File: src/rtl/turf_bus_pkg.sv
// turf_bus_pkg: shared state encoding, limits and byte-parity helper for the TURF bus slave.
package turf_bus_pkg;

    typedef enum logic [2:0] {
        ST_IDLE  = 3'd0,
        ST_WADDR = 3'd1,
        ST_WDATA = 3'd2,
        ST_RSTB  = 3'd3,
        ST_RWAIT = 3'd4,
        ST_RDATA = 3'd5
    } state_e;

    localparam int MAX_DATA_BYTES = 8;
    localparam int MAX_RD_LATENCY = 3;

    // Bit k is the even parity of byte k of the word.
    function automatic logic [7:0] byte_parity(input logic [8*MAX_DATA_BYTES-1:0] w);
        logic [7:0] p;
        for (int i = 0; i < MAX_DATA_BYTES; i++) p[i] = ^w[8*i +: 8];
        return p;
    endfunction

endpackage

File: src/rtl/turf_bus_word_shift.sv
// turf_bus_word_shift: word register with parallel load, LSB-first byte shift-in and byte shift-out.
module turf_bus_word_shift #(
    parameter int DW = 32
) (
    input  logic          clk_i,
    input  logic          rst_n_i,
    input  logic          load_i,
    input  logic [DW-1:0] load_data_i,
    input  logic          shift_in_i,
    input  logic [7:0]    byte_i,
    input  logic          shift_out_i,
    output logic [DW-1:0] word_o,
    output logic [7:0]    next_byte_o
);

    logic [DW-1:0] word_q;
    logic [DW+7:0] sin;
    logic [DW+7:0] sout;

    assign sin         = {byte_i, word_q};
    assign sout        = {8'h00, word_q};
    assign word_o      = word_q;
    assign next_byte_o = sout[15:8];

    always_ff @(posedge clk_i) begin
        if (!rst_n_i)         word_q <= '0;
        else if (load_i)      word_q <= load_data_i;
        else if (shift_in_i)  word_q <= sin[DW+7:8];
        else if (shift_out_i) word_q <= sout[DW+7:8];
    end

endmodule

File: src/rtl/turf_bus_slave_v3.sv
// turf_bus_slave_v3: byte-serial TURFIO bus slave issuing register read/write strobes with burst and abort.
// Optional TURF_BUS_PARITY_EN adds a per-word parity byte on writes and reads plus an error counter.
module turf_bus_slave_v3 import turf_bus_pkg::*; #(
    parameter int DATA_BYTES = 4,
    parameter int ADDR_BITS  = 8,
    parameter int RD_LATENCY = 0
) (
    input  logic                    clk_i,
    input  logic                    rst_n_i,
    input  logic                    ncs_i,
    input  logic                    wnr_i,
    input  logic [7:0]              dio_i,
    output logic [7:0]              dio_o,
    output logic                    dio_oe_o,
    output logic                    wr_stb_o,
    output logic [ADDR_BITS-1:0]    wr_addr_o,
    output logic [8*DATA_BYTES-1:0] wr_data_o,
    output logic                    rd_stb_o,
    output logic [ADDR_BITS-1:0]    rd_addr_o,
    input  logic [8*DATA_BYTES-1:0] rd_data_i,
    output logic                    abort_o,
`ifdef TURF_BUS_PARITY_EN
    output logic [7:0]              parity_err_cnt_o,
`endif
    output logic [2:0]              state_o
);

    localparam int DW = 8*DATA_BYTES;
`ifdef TURF_BUS_PARITY_EN
    localparam int PB = 1;
`else
    localparam int PB = 0;
`endif
    localparam logic [3:0] WR_STB   = 4'(DATA_BYTES + PB);
    localparam logic [3:0] RD_LAST  = 4'(DATA_BYTES - 1 + PB);
    localparam logic [3:0] LAT_LAST = (RD_LATENCY == 0) ? 4'd0 : 4'(RD_LATENCY - 1);

    state_e               state_q, state_d;
    logic [3:0]           cnt_q, cnt_d;
    logic [ADDR_BITS-1:0] addr_q, addr_d;
    logic [7:0]           dio_q, dio_d;
    logic                 oe_q, oe_d;
    logic                 abort_q, abort_d;
    logic                 ws_load, ws_shin, ws_shout;
    logic [DW-1:0]        ws_word;
    logic [7:0]           ws_next;
`ifdef TURF_BUS_PARITY_EN
    logic [7:0]           par_q, par_d;
    logic [7:0]           perr_q, perr_d;
`endif

    turf_bus_word_shift #(.DW(DW)) u_shift (
        .clk_i       (clk_i),
        .rst_n_i     (rst_n_i),
        .load_i      (ws_load),
        .load_data_i (rd_data_i),
        .shift_in_i  (ws_shin),
        .byte_i      (dio_i),
        .shift_out_i (ws_shout),
        .word_o      (ws_word),
        .next_byte_o (ws_next)
    );

    always_ff @(posedge clk_i) begin
        if (!rst_n_i) begin
            state_q <= ST_IDLE;
            cnt_q   <= '0;
            addr_q  <= '0;
            dio_q   <= '0;
            oe_q    <= 1'b0;
            abort_q <= 1'b0;
`ifdef TURF_BUS_PARITY_EN
            par_q   <= '0;
            perr_q  <= '0;
`endif
        end else begin
            state_q <= state_d;
            cnt_q   <= cnt_d;
            addr_q  <= addr_d;
            dio_q   <= dio_d;
            oe_q    <= oe_d;
            abort_q <= abort_d;
`ifdef TURF_BUS_PARITY_EN
            par_q   <= par_d;
            perr_q  <= perr_d;
`endif
        end
    end

    always_comb begin
        state_d  = state_q;
        cnt_d    = cnt_q;
        addr_d   = addr_q;
        dio_d    = dio_q;
        oe_d     = oe_q;
        abort_d  = 1'b0;
        ws_load  = 1'b0;
        ws_shin  = 1'b0;
        ws_shout = 1'b0;
`ifdef TURF_BUS_PARITY_EN
        par_d    = par_q;
        perr_d   = perr_q;
`endif
        case (state_q)
            ST_IDLE: begin
                oe_d  = 1'b0;
                dio_d = 8'h00;
                if (!ncs_i) begin
                    addr_d  = dio_i[ADDR_BITS-1:0];
                    cnt_d   = '0;
                    state_d = wnr_i ? ST_WDATA : ST_RSTB;
                end
            end
            ST_WDATA: begin
                // Strobe cycle: the burst decision shares it, so the strobe sees the old address.
                if (cnt_q == WR_STB) begin
                    if (!ncs_i) begin
                        addr_d = addr_q + 1'b1;
                        cnt_d  = '0;
                    end else begin
                        state_d = ST_IDLE;
                    end
                end else if (ncs_i) begin
                    abort_d = 1'b1;
                    state_d = ST_IDLE;
`ifdef TURF_BUS_PARITY_EN
                end else if (cnt_q == 4'(DATA_BYTES)) begin
                    if (dio_i == byte_parity(64'(ws_word))) begin
                        cnt_d = cnt_q + 1'b1;
                    end else begin
                        abort_d = 1'b1;
                        state_d = ST_IDLE;
                        perr_d  = (perr_q == 8'hFF) ? perr_q : perr_q + 8'd1;
                    end
`endif
                end else begin
                    ws_shin = 1'b1;
                    cnt_d   = cnt_q + 1'b1;
                end
            end
            ST_RSTB, ST_RWAIT: begin
                if (ncs_i) begin
                    abort_d = 1'b1;
                    state_d = ST_IDLE;
                    oe_d    = 1'b0;
                    dio_d   = 8'h00;
                end else if (state_q == ST_RSTB && RD_LATENCY != 0) begin
                    state_d = ST_RWAIT;
                    cnt_d   = '0;
                end else if (state_q == ST_RWAIT && cnt_q != LAT_LAST) begin
                    cnt_d = cnt_q + 1'b1;
                end else begin
                    ws_load = 1'b1;
                    dio_d   = rd_data_i[7:0];
                    oe_d    = 1'b1;
                    cnt_d   = '0;
                    state_d = ST_RDATA;
`ifdef TURF_BUS_PARITY_EN
                    par_d   = byte_parity(64'(rd_data_i));
`endif
                end
            end
            ST_RDATA: begin
                if (cnt_q == RD_LAST) begin
                    dio_d = 8'h00;
                    if (!ncs_i) begin
                        addr_d  = addr_q + 1'b1;
                        state_d = ST_RSTB;
                    end else begin
                        oe_d    = 1'b0;
                        state_d = ST_IDLE;
                    end
                end else if (ncs_i) begin
                    abort_d = 1'b1;
                    state_d = ST_IDLE;
                    oe_d    = 1'b0;
                    dio_d   = 8'h00;
                end else begin
                    ws_shout = 1'b1;
                    cnt_d    = cnt_q + 1'b1;
`ifdef TURF_BUS_PARITY_EN
                    dio_d    = (cnt_q == 4'(DATA_BYTES - 1)) ? par_q : ws_next;
`else
                    dio_d    = ws_next;
`endif
                end
            end
            default: state_d = ST_IDLE;
        endcase
    end

    assign wr_stb_o  = (state_q == ST_WDATA) && (cnt_q == WR_STB);
    assign wr_addr_o = addr_q;
    assign wr_data_o = ws_word;
    assign rd_stb_o  = (state_q == ST_RSTB);
    assign rd_addr_o = addr_q;
    assign dio_o     = dio_q;
    assign dio_oe_o  = oe_q;
    assign abort_o   = abort_q;
    assign state_o   = state_q;
`ifdef TURF_BUS_PARITY_EN
    assign parity_err_cnt_o = perr_q;
`endif

endmodule

File: config.mk
export PLATFORM = sky130hd
export DESIGN_NAME = turf_bus_slave_v3
export DESIGN_NICKNAME = d
export VERILOG_FILES = /design/src/rtl/turf_bus_pkg.sv /design/src/rtl/turf_bus_word_shift.sv /design/src/rtl/turf_bus_slave_v3.sv
export SDC_FILE = /design/constraint.sdc
export NUM_CORES = 1
export LEC_CHECK = 0
export BUFFER_PORTS_ARGS = -buffer_cell sky130_fd_sc_hd__buf_2
export CAP_MARGIN = 10
export CORE_ASPECT_RATIO = 1.4
export CORE_MARGIN = 2
export CORE_UTILIZATION = 41
export CTS_CLUSTER_DIAMETER = 200
export CTS_CLUSTER_SIZE = 25
export DETAILED_ROUTE_END_ITERATION = 6
export PLACE_DENSITY = 0.76
export SLEW_MARGIN = 20
export SYNTH_ARGS = -nofsm -noshare
export SYNTH_HDL_FRONTEND = slang
export SYNTH_SLANG_ARGS = --single-unit
export TNS_END_PERCENT = 20
File: constraint.sdc
create_clock -name clk_i -period 2.65 [get_ports clk_i]
set_clock_uncertainty 0.05 [all_clocks]
set_input_delay 0 -clock clk_i [delete_from_list [all_inputs] [get_ports clk_i]]
set_output_delay 0 -clock clk_i [all_outputs]
set_load 0.03 [all_outputs]
### After elaboration in Yosys (flattened, before gate mapping)

Cells that the tools add are included.

* input port bits: 44
* word-level logic and storage cells: 80
* register bits after elaboration: 57

* add/subtract/negate cells: 2
* multiplexer cells: 44
* eq/ne operators: 13
* reductions and logical operators: 14

Operators with widths (number)
* two-way mux 32 bit: 3
* two-way mux 8 bit: 8
* case mux 8 bit (3 select lines): 2
* two-way mux 4 bit: 6
* case mux 4 bit (4 select lines): 1
* two-way mux 1 bit: 15
* two-way mux 3 bit: 5
* inequality test 2 bit, second input constant: 6
* case mux 3 bit (4 select lines): 1
* nonzero test 3 bit: 3
* adder 8 x 1 -> 8 bit, second input constant: 1
* nonzero test 4 bit: 2
* equality test 3 x 2 -> 1 bit, second input constant: 2
* equality test 3 bit, second input constant: 2
* case mux 1 bit (3 select lines): 2
* AND reduction 3 bit: 2
* adder 4 x 1 -> 4 bit, second input constant: 1
* equality test 4 x 2 -> 1 bit, second input constant: 1
* equality test 4 x 3 -> 1 bit, second input constant: 1
* AND reduction 2 bit: 2
* AND reduction 4 bit: 1
* zero test 3 bit: 1
* inequality test 3 bit, second input constant: 1
* logical AND 1 bit: 2
* other kinds (2): 2

### Longest topological paths before layout

Gate-level depths: netlist (run 1).

* depth after elaboration: 6
* gate-level depth with buffers: 10
* mapped depth without buffers: 7

### Cells and area by module

From an unflattened synthesis (run 1), not the netlist that was laid out.

* cell total of the unflattened synthesis: 407
* area total of the unflattened synthesis: 3562.2 um^2

By module, submodules not included
* turf_bus_word_shift: cells each 193, sequential area each 640.6 um^2, area an instance 1826.8 um^2, times used 1
* turf_bus_slave_v3: cells each 214, sequential area each 500.5 um^2, area an instance 1735.4 um^2, times used 1

### Least setup slack after synthesis (run 1)

No wires, ideal clock.

* path kind: register to register
* from: register state_q[2] (netlist: state_o[2])
* to: register u_shift.word_q[1] (netlist: u_shift.word_o[1])
* data required time: 2.454 ns
* stages on the path, launching flop included: 10
* clock period less this slack: 2.262 ns
* setup slack: 0.388 ns
* library setup time: 0.146 ns
* arrival: 2.066 ns
* cell sequence: dfxtp_1 > buf_2 > and3b_1 > clkbuf_1 > o21ba_1 > buf_4 > nand2_1 > buf_4 > buf_2 > a211oi_2

* elaborated cells on any way between the ends: 14
* classes of those cells: eq/ne: 4; mux: 7; reduce/logical: 3

RTL lines
* from (decl): RTL line turf_bus_slave_v3.sv:38 `state_e state_q, state_d;`
* from (signal assigned): RTL line turf_bus_slave_v3.sv:77 `state_q <= state_d;`
* equality test 3 x 2 -> 1 bit (*)
* named net rd_stb_o: RTL line turf_bus_slave_v3.sv:18 `output logic rd_stb_o,`
* OR reduction 2 bit (*): RTL line turf_bus_slave_v3.sv:104 `case (state_q)`
* two-way mux 1 bit (*): RTL line turf_bus_slave_v3.sv:104
* nonzero test 3 bit (no source line) / two-way mux 32 bit (equally long branches)
* to (signal assigned): RTL line turf_bus_word_shift.sv:27 `else if (load_i) word_q <= load_data_i;`
* to (signal assigned): RTL line turf_bus_word_shift.sv:28 `else if (shift_in_i) word_q <= sin[DW+7:8];`
* to (signal assigned): RTL line turf_bus_word_shift.sv:29 `else if (shift_out_i) word_q <= sout[DW+7:8];`
* to (decl): RTL line turf_bus_word_shift.sv:16 `logic [DW-1:0] word_q;`

The timed path passes the listed nets; every way through them passes the cells marked *.
A chain may end at the register's enable or synchronous reset.

### Worst setup path in the final report (run 1)

* from: register state_q[0] (netlist: state_o[0])
* to: register addr_q[5] (netlist: rd_addr_o[5])

* cells in the longest elaborated chain, start to end: 3
* elaborated cells on any way between the ends: 9
* classes of those cells: eq/ne: 5; mux: 1; reduce/logical: 3

RTL lines
* equality test 3 bit, or another cell as far along: RTL line turf_bus_slave_v3.sv:104
* inequality test 2 bit (no source line) / nonzero test 3 bit (equally long branches)
* AND reduction 4 bit (no source line)
* to (signal assigned): RTL line turf_bus_slave_v3.sv:79 `addr_q <= addr_d;`
* to (decl): RTL line turf_bus_slave_v3.sv:40 `logic [ADDR_BITS-1:0] addr_q, addr_d;`

Several ways; a longest one is shown, not always the timed one.

==> results of run 1 <==
[final cells by class]
cell class                 instances  area (um^2)  area share (%)
clock buffer                      14          163            3.75
clock inverter                     2         12.5           0.288
inverter                           7         26.3           0.606
multi-input combinational        258         1780            41.0
sequential                        57         1140            26.3
tap                              100          125            2.88
timing repair buffer             161         1090            25.1
[flip-flops by register name, indices dropped and copies added, names as in the netlist]
register,cells
u_shift.word_o,32
state_o,3
cnt_q,4
dio_o,8
abort_o,1
dio_oe_o,1
rd_addr_o,8
[cells in the mapped netlist, types with 7 or more instances]
library cell | number | share of area (%)
a211oi_2 | 22 | 8.7
a21oi_1 | 23 | 3.6
a222oi_1 | 8 | 2.5
a22oi_1 | 8 | 1.9
buf_2 | 7 | 1.1
buf_4 | 11 | 2.6
clkbuf_1 | 14 | 1.7
dfxtp_1 | 57 | 36
mux2i_1 | 26 | 8.2
nand2_1 | 28 | 3.3
nand3_1 | 8 | 1.3
nor2_1 | 46 | 5.4
nor3_1 | 10 | 1.6
o21ai_0 | 8 | 1.3
[path summary, 6_finish.rpt]
| check | start | to | slack [ns] | depth (start not counted) |
|---|---|---|---|---|
| hold reg to reg | dio_o[7]$_SDFFE_PN0P_ | dio_o[7]$_SDFFE_PN0P_ | 0.40 | 2 |
| setup reg to reg | state_o[0]$_SDFFE_PN0P_ | rd_addr_o[5]$_SDFFE_PN0P_ | 0.14 | 8 |
| hold / removal | ncs_i | abort_o$_SDFF_PN0_ | 0.04 | 2 |
| setup / recovery | state_o[0]$_SDFFE_PN0P_ | rd_addr_o[5]$_SDFFE_PN0P_ | 0.14 | 8 |
[metal layers]
layer / global-route usage (%) / vias up / part of all wire [%]
li1: - / 1586 / -
met1: 24.6 / 1538 / 39
met2: 37.7 / 152 / 51
met5: 0 / - / 0
met4: 12.3 / 0 / 4.2
met3: 5.09 / 38 / 5.9
[repair_timing]
| item | CTS | global route |
|---|---|---|
| gates resized for setup | 0 | 3 |
| hold buffers | 43 | 0 |
| endpoints found under the setup margin | 0 | 1 |
| hold endpoints to repair | 41 | 0 |
[through the flow]
step	power [mW]	hold WS (ns)	instances	utilization, %
6_report	2.13	0.0366	599	57.0
5_1_grt	2.21	0.0506	599	57.0
4_1_cts	2.12	0.0187	599	56.9
3_5_place_dp	1.35	0.241	540	49.0
3_3_place_gp	1.34	0.237	540	49.0
2_1_floorplan	1.24	0.123	359	-
[worst max-delay path: stages (launching register included)]
cell	delay (ns)
dfxtp_1	0.65
and3b_1	0.28
a21oi_1	0.05
buf_4	0.18
buf_4	0.17
nor3_1	0.19
a21oi_1	0.07
o32ai_1	0.22
dlygate4sd3_1	0.58
[power by group through the flow]
stage               combinational [mW]  clock, mW  sequential (mW)
floorplan                        0.235          0             1.00
global placement                 0.396          0            0.948
detailed placement               0.402          0            0.950
CTS                              0.455      0.737            0.931
global route                     0.494      0.777            0.937
finish                           0.463      0.735            0.932
[cell families after synthesis]
kind of cell,after synthesis
compound gates,101
xor+xnor,1
fa+ha+maj,4
buf+inv,44
flops,57
mux,26
simple gates,126
==> impl_metrics.toml, run 1 <==
[sta]
timing.fmax_ghz = 0.399
drv_slew = 0
tightest_slew_ns = 0.836
report.final.hold_viol_count = 0
relSlewSlack_pct = 43.5
rsz0062_at_grt = "false"
period_needed_ns = 2.51
setup_viol = 0
layout_setup_ws_ns = 0.145
fin_crit_sh_pct = 94.5
finalSetupTns_ns = 0

[place]
pre_cts_slack_ns = 0.451
hpwl_um = 6020
placed_area_mm2 = 0.00372
portBuffers = 106
routabilityCongestion = 0.884

[floorplan]
rows = 38
die_x_um = 78.4
core-area_mm2 = 0.00761
pin_count = 107
die_h_um = 108
dieArea_mm2 = 0.00847
start_util_pct = 41.7

[finish]
layout_common_cells = "buf_2, dfxtp_1, nor2_1, dlygate4sd3_1, nand2_1"
layout_commonest_cell = "buf_2"
final_area_mm2 = 0.00434
antenna_cells = 0
fill_cells = 683
area_growth_pct = 36.7
nNetsFinal = 542
drive_gt1_share_pct = 33.9

[grt]
antenna_found_initial = 0
grt_overflow_total = 0
gr-usage-all-layers_pct = 21.8
grt_max_degree = 58
grt_pass1_wl_um = 14700
grt_pass1_vias = 3157

[power_and_ir_drop]
p_switching_mw = 0.661
internal_power_mw = 1.47
leakage_nw = 2.01
sequentialPowerShare_pct = 43.8
pwr-share-clk_pct = 34.5
switching_share_pct = 31.0
vdd_ir_drop_max_v = 0.000345
powerDensity_mw_per_mm2 = 491
comb_power_share_pct = 21.7

[clocking]
cts_buffer_depth = 2
cts_root_buf = "clkbuf_8"
clock_latency_ns = 0.33
numCtsBuffers = 9
cts_tree = "yes"
path_clk_slew_ns = 0.06
cts_sinks = 57
htreeDepth = 3
cts_setup_buffers = 0

[synth]
ys_warn_count = 0
yosysSeqAreaShare_pct = 36.0
synth.mux.area_fraction_pct = 8.20
yosys.cell_types.count = 57
synth_top_family_by_area = "compound AO/OA/AOI/OAI gates"
synth_cells = 359
synthAdderAreaFrac_pct = 1.58
synth-compound-area-share_pct = 26.1
synthXorXnorAreaFrac_pct = 0.276
synth-simple-area-share_pct = 19.6
synth_area_mm2 = 0.00317
postSynthAreaPerCell_um2 = 8.84
synth_fp_nets = 407
synth_ff_type = "dfxtp_1"
synth_edf_count = 0
async_flop_share_pct = 0
ys_seq_elements = 57

[route]
wirelength_um = 9600
drt_iter0_markers = 350
drc = 0
drt_pass1_iterations = 6
routedWlPerCell_um = 16.0
ant_nets = 0
vias = 3314
viasPerCell = 5.53

[critical_path]
worst_ep_arrival_time_ns = 2.73
required_ns = 2.88
path_max_fanout = 16
worst_setup_path_end_kind = "register"
startpoint_type = "register"
crit_type = "reg2reg"

[worst_hold_path]
hp-class = "in2reg"

[status]
status = "completed"

[flow_run]
cap_violations = 0
No activity file was read; power rests on OpenSTA's default activity.
==> run 2, diff against run 1 <==
--- a/config.mk
+++ b/config.mk
@@ -7,13 +7,16 @@
 export LEC_CHECK = 0
 export BUFFER_PORTS_ARGS = -buffer_cell sky130_fd_sc_hd__buf_2
 export CAP_MARGIN = 10
+export CELL_PAD_IN_SITES_DETAIL_PLACEMENT = 0
+export CELL_PAD_IN_SITES_GLOBAL_PLACEMENT = 2
 export CORE_ASPECT_RATIO = 1.4
 export CORE_MARGIN = 2
-export CORE_UTILIZATION = 41
+export CORE_UTILIZATION = 29
 export CTS_CLUSTER_DIAMETER = 200
 export CTS_CLUSTER_SIZE = 25
 export DETAILED_ROUTE_END_ITERATION = 6
-export PLACE_DENSITY = 0.76
+export PLACE_DENSITY = 0.89
+export REMOVE_ABC_BUFFERS = 1
 export SLEW_MARGIN = 20
 export SYNTH_ARGS = -nofsm -noshare
 export SYNTH_HDL_FRONTEND = slang
==> impl_metrics.toml, run 2 (same netlist as run 1, synthesis figures left out) <==
[critical_path]
reg2reg_from = "cnt_q[0]$_SDFFE_PN0P_"
cp_cell_sequence = "inv_1 -> ha_1 -> nand2b_1 -> o21ai_1 -> o311ai_0 -> nand4b_1 -> a31oi_1"
critPathSlowestCell = "o21ai_1"
required_ns = 2.78
worst_setup_path_end_kind = "register"
cp_top_family = "compound AO/OA/AOI/OAI gates"
startpoint_type = "register"
crit_type = "reg2reg"
crit_buf_inv = 1
max_stage_delay_ns = 0.64
rrSetupSlack_ns = 0.38
cp.depth = 7
worst_ep_arrival_time_ns = 2.39
reg2reg_depth = 7
path_max_fanout = 9
r2r_end = "cnt_q[2]$_SDFFE_PN0P_"

[sta]
relSlewSlack_pct = 45.5
rsz0062_at_grt = "false"
tightest_slew_ns = 0.811
report.final.hold_viol_count = 0
hold_slack_ns = 0.0294
period_needed_ns = 2.27
timing.fmax_ghz = 0.441
fin_crit_sh_pct = 85.5
drv_slew = 0
setup_viol = 0
finalSetupTns_ns = 0

[place]
place_inst = 587
hpwl_um = 6630
routabilityCongestion = 0.779
placed_area_mm2 = 0.00381
portBuffers = 106

[finish]
utilization_pct = 41.6
layout_commonest_cell = "buf_2"
final_area_mm2 = 0.00447
fill_cells = 1059
nNetsFinal = 546
antenna_cells = 0
layout_common_cells = "buf_2, dfxtp_1, nor2_1, dlygate4sd3_1, nand2_1"
instances_no_fill = 643
final-seq-area_mm2 = 0.00114
drive_gt1_share_pct = 34.1
area_growth_pct = 41.0
largest_reg_flops = 32
multi_input_area_mm2 = 0.00177

[grt]
use_met2_pct = 27.7
grt_use_met1_pct = 20.1
grt_overflow_total = 0
antenna_found_initial = 0
gr-usage-all-layers_pct = 16.2
use_met3_pct = 3.53
grt.busiest_layer = "met2"
grt_pass1_vias = 3082
grt_pass1_wl_um = 15300
grt_max_degree = 44

[power_and_ir_drop]
sequentialPowerShare_pct = 39.0
pwr-share-clk_pct = 41.8
comb_power_share_pct = 19.3
powerDensity_mw_per_mm2 = 537
p_switching_mw = 0.693
vdd_ir_drop_max_v = 0.000357
internal_power_mw = 1.71
leakage_nw = 2.06
switching_share_pct = 28.8

[floorplan]
start_util_pct = 29.5
dieArea_mm2 = 0.0118
die_x_um = 92.4
core-area_mm2 = 0.0108
die_h_um = 128
pin_count = 107
rows = 45

[route]
drt_pass1_iterations = 5
wirelength_um = 9460
ant_nets = 0
vias = 3196
drc = 0
drt_iter0_markers = 233
viasPerCell = 4.97
routedWlPerCell_um = 14.7

[status]
status = "completed"

[clocking]
cts_root_buf = "clkbuf_16"
clock_latency_ns = 0.32
cts_tree = "yes"
cts_buffer_depth = 2
path_clk_slew_ns = 0.05
cts_setup_buffers = 0
cts_sinks = 57
numCtsBuffers = 9
htreeDepth = 3
cts_resized = 0
hold_buffers = 41

[worst_hold_path]
hp-class = "in2reg"
holdPathStages = 3
min-delay-start = "wnr_i"
whs_endpoint = "state_o[0]$_SDFFE_PN0P_"

[flow_run]
cap_violations = 0
run 2: cell count changes in the layout (fill, tap and decap cells not counted), sizes merged:
cell,change
buf,+6
clkbuf,-2
clkinv,+2
dlygate4sd3,-2
clkinvlp,-1
run 2: cell type report:
| cell class | count | share of cell area, % |
|---|---|---|
| Inverter | 7 | 0.587 |
| Clock inverter | 3 | 0.419 |
| Multi-Input combinational cell | 258 | 39.7 |
| Timing Repair Buffer | 165 | 24.6 |
| Clock buffer | 12 | 5.29 |
| Sequential cell | 57 | 25.5 |
| Tap cell | 141 | 3.94 |
run 2: worst max path at each step:
stage / start / endpoint / slack (ns)
floorplan: state_o[1]$_SDFFE_PN0P_ / u_shift.word_o[0]$_SDFFE_PN0P_ / -0.89
global placement: cnt_q[0]$_SDFFE_PN0P_ / cnt_q[2]$_SDFFE_PN0P_ / 0.41
detailed placement: cnt_q[0]$_SDFFE_PN0P_ / dio_o[3]$_SDFFE_PN0P_ / 0.43
CTS: cnt_q[0]$_SDFFE_PN0P_ / dio_o[3]$_SDFFE_PN0P_ / 0.40
global route: cnt_q[0]$_SDFFE_PN0P_ / cnt_q[2]$_SDFFE_PN0P_ / 0.16
finish: cnt_q[0]$_SDFFE_PN0P_ / cnt_q[2]$_SDFFE_PN0P_ / 0.38
run 2: routing by layer:
layer	vias to the layer above	wire [um]
met1	1504	4170
li1	1596	-
met2	84	4720
met3	12	389
met4	0	178
met5	-	0
run 2: through the flow:
step                setup WS [ns]  power (mW)
floorplan                  -0.894        1.20
finish                      0.384        2.40
CTS                         0.404        2.42
global placement            0.406        1.37
global route                0.161        2.51
detailed placement          0.425        1.37
run 2: tightest hold or removal path, cell delays in order:
cell and delay, ns:
buf_2 0.07, o311ai_0 0.09, and3_1 0.18
run 2: power by group through the flow:
stage / Combinational, mW / Clock (mW) / Sequential, mW
after floorplan: 0.167 / 0 / 1.04
after global placement: 0.414 / 0 / 0.952
after detailed placement: 0.416 / 0 / 0.954
after CTS: 0.463 / 1.02 / 0.936
after global routing: 0.500 / 1.07 / 0.942
final: 0.463 / 1.00 / 0.936
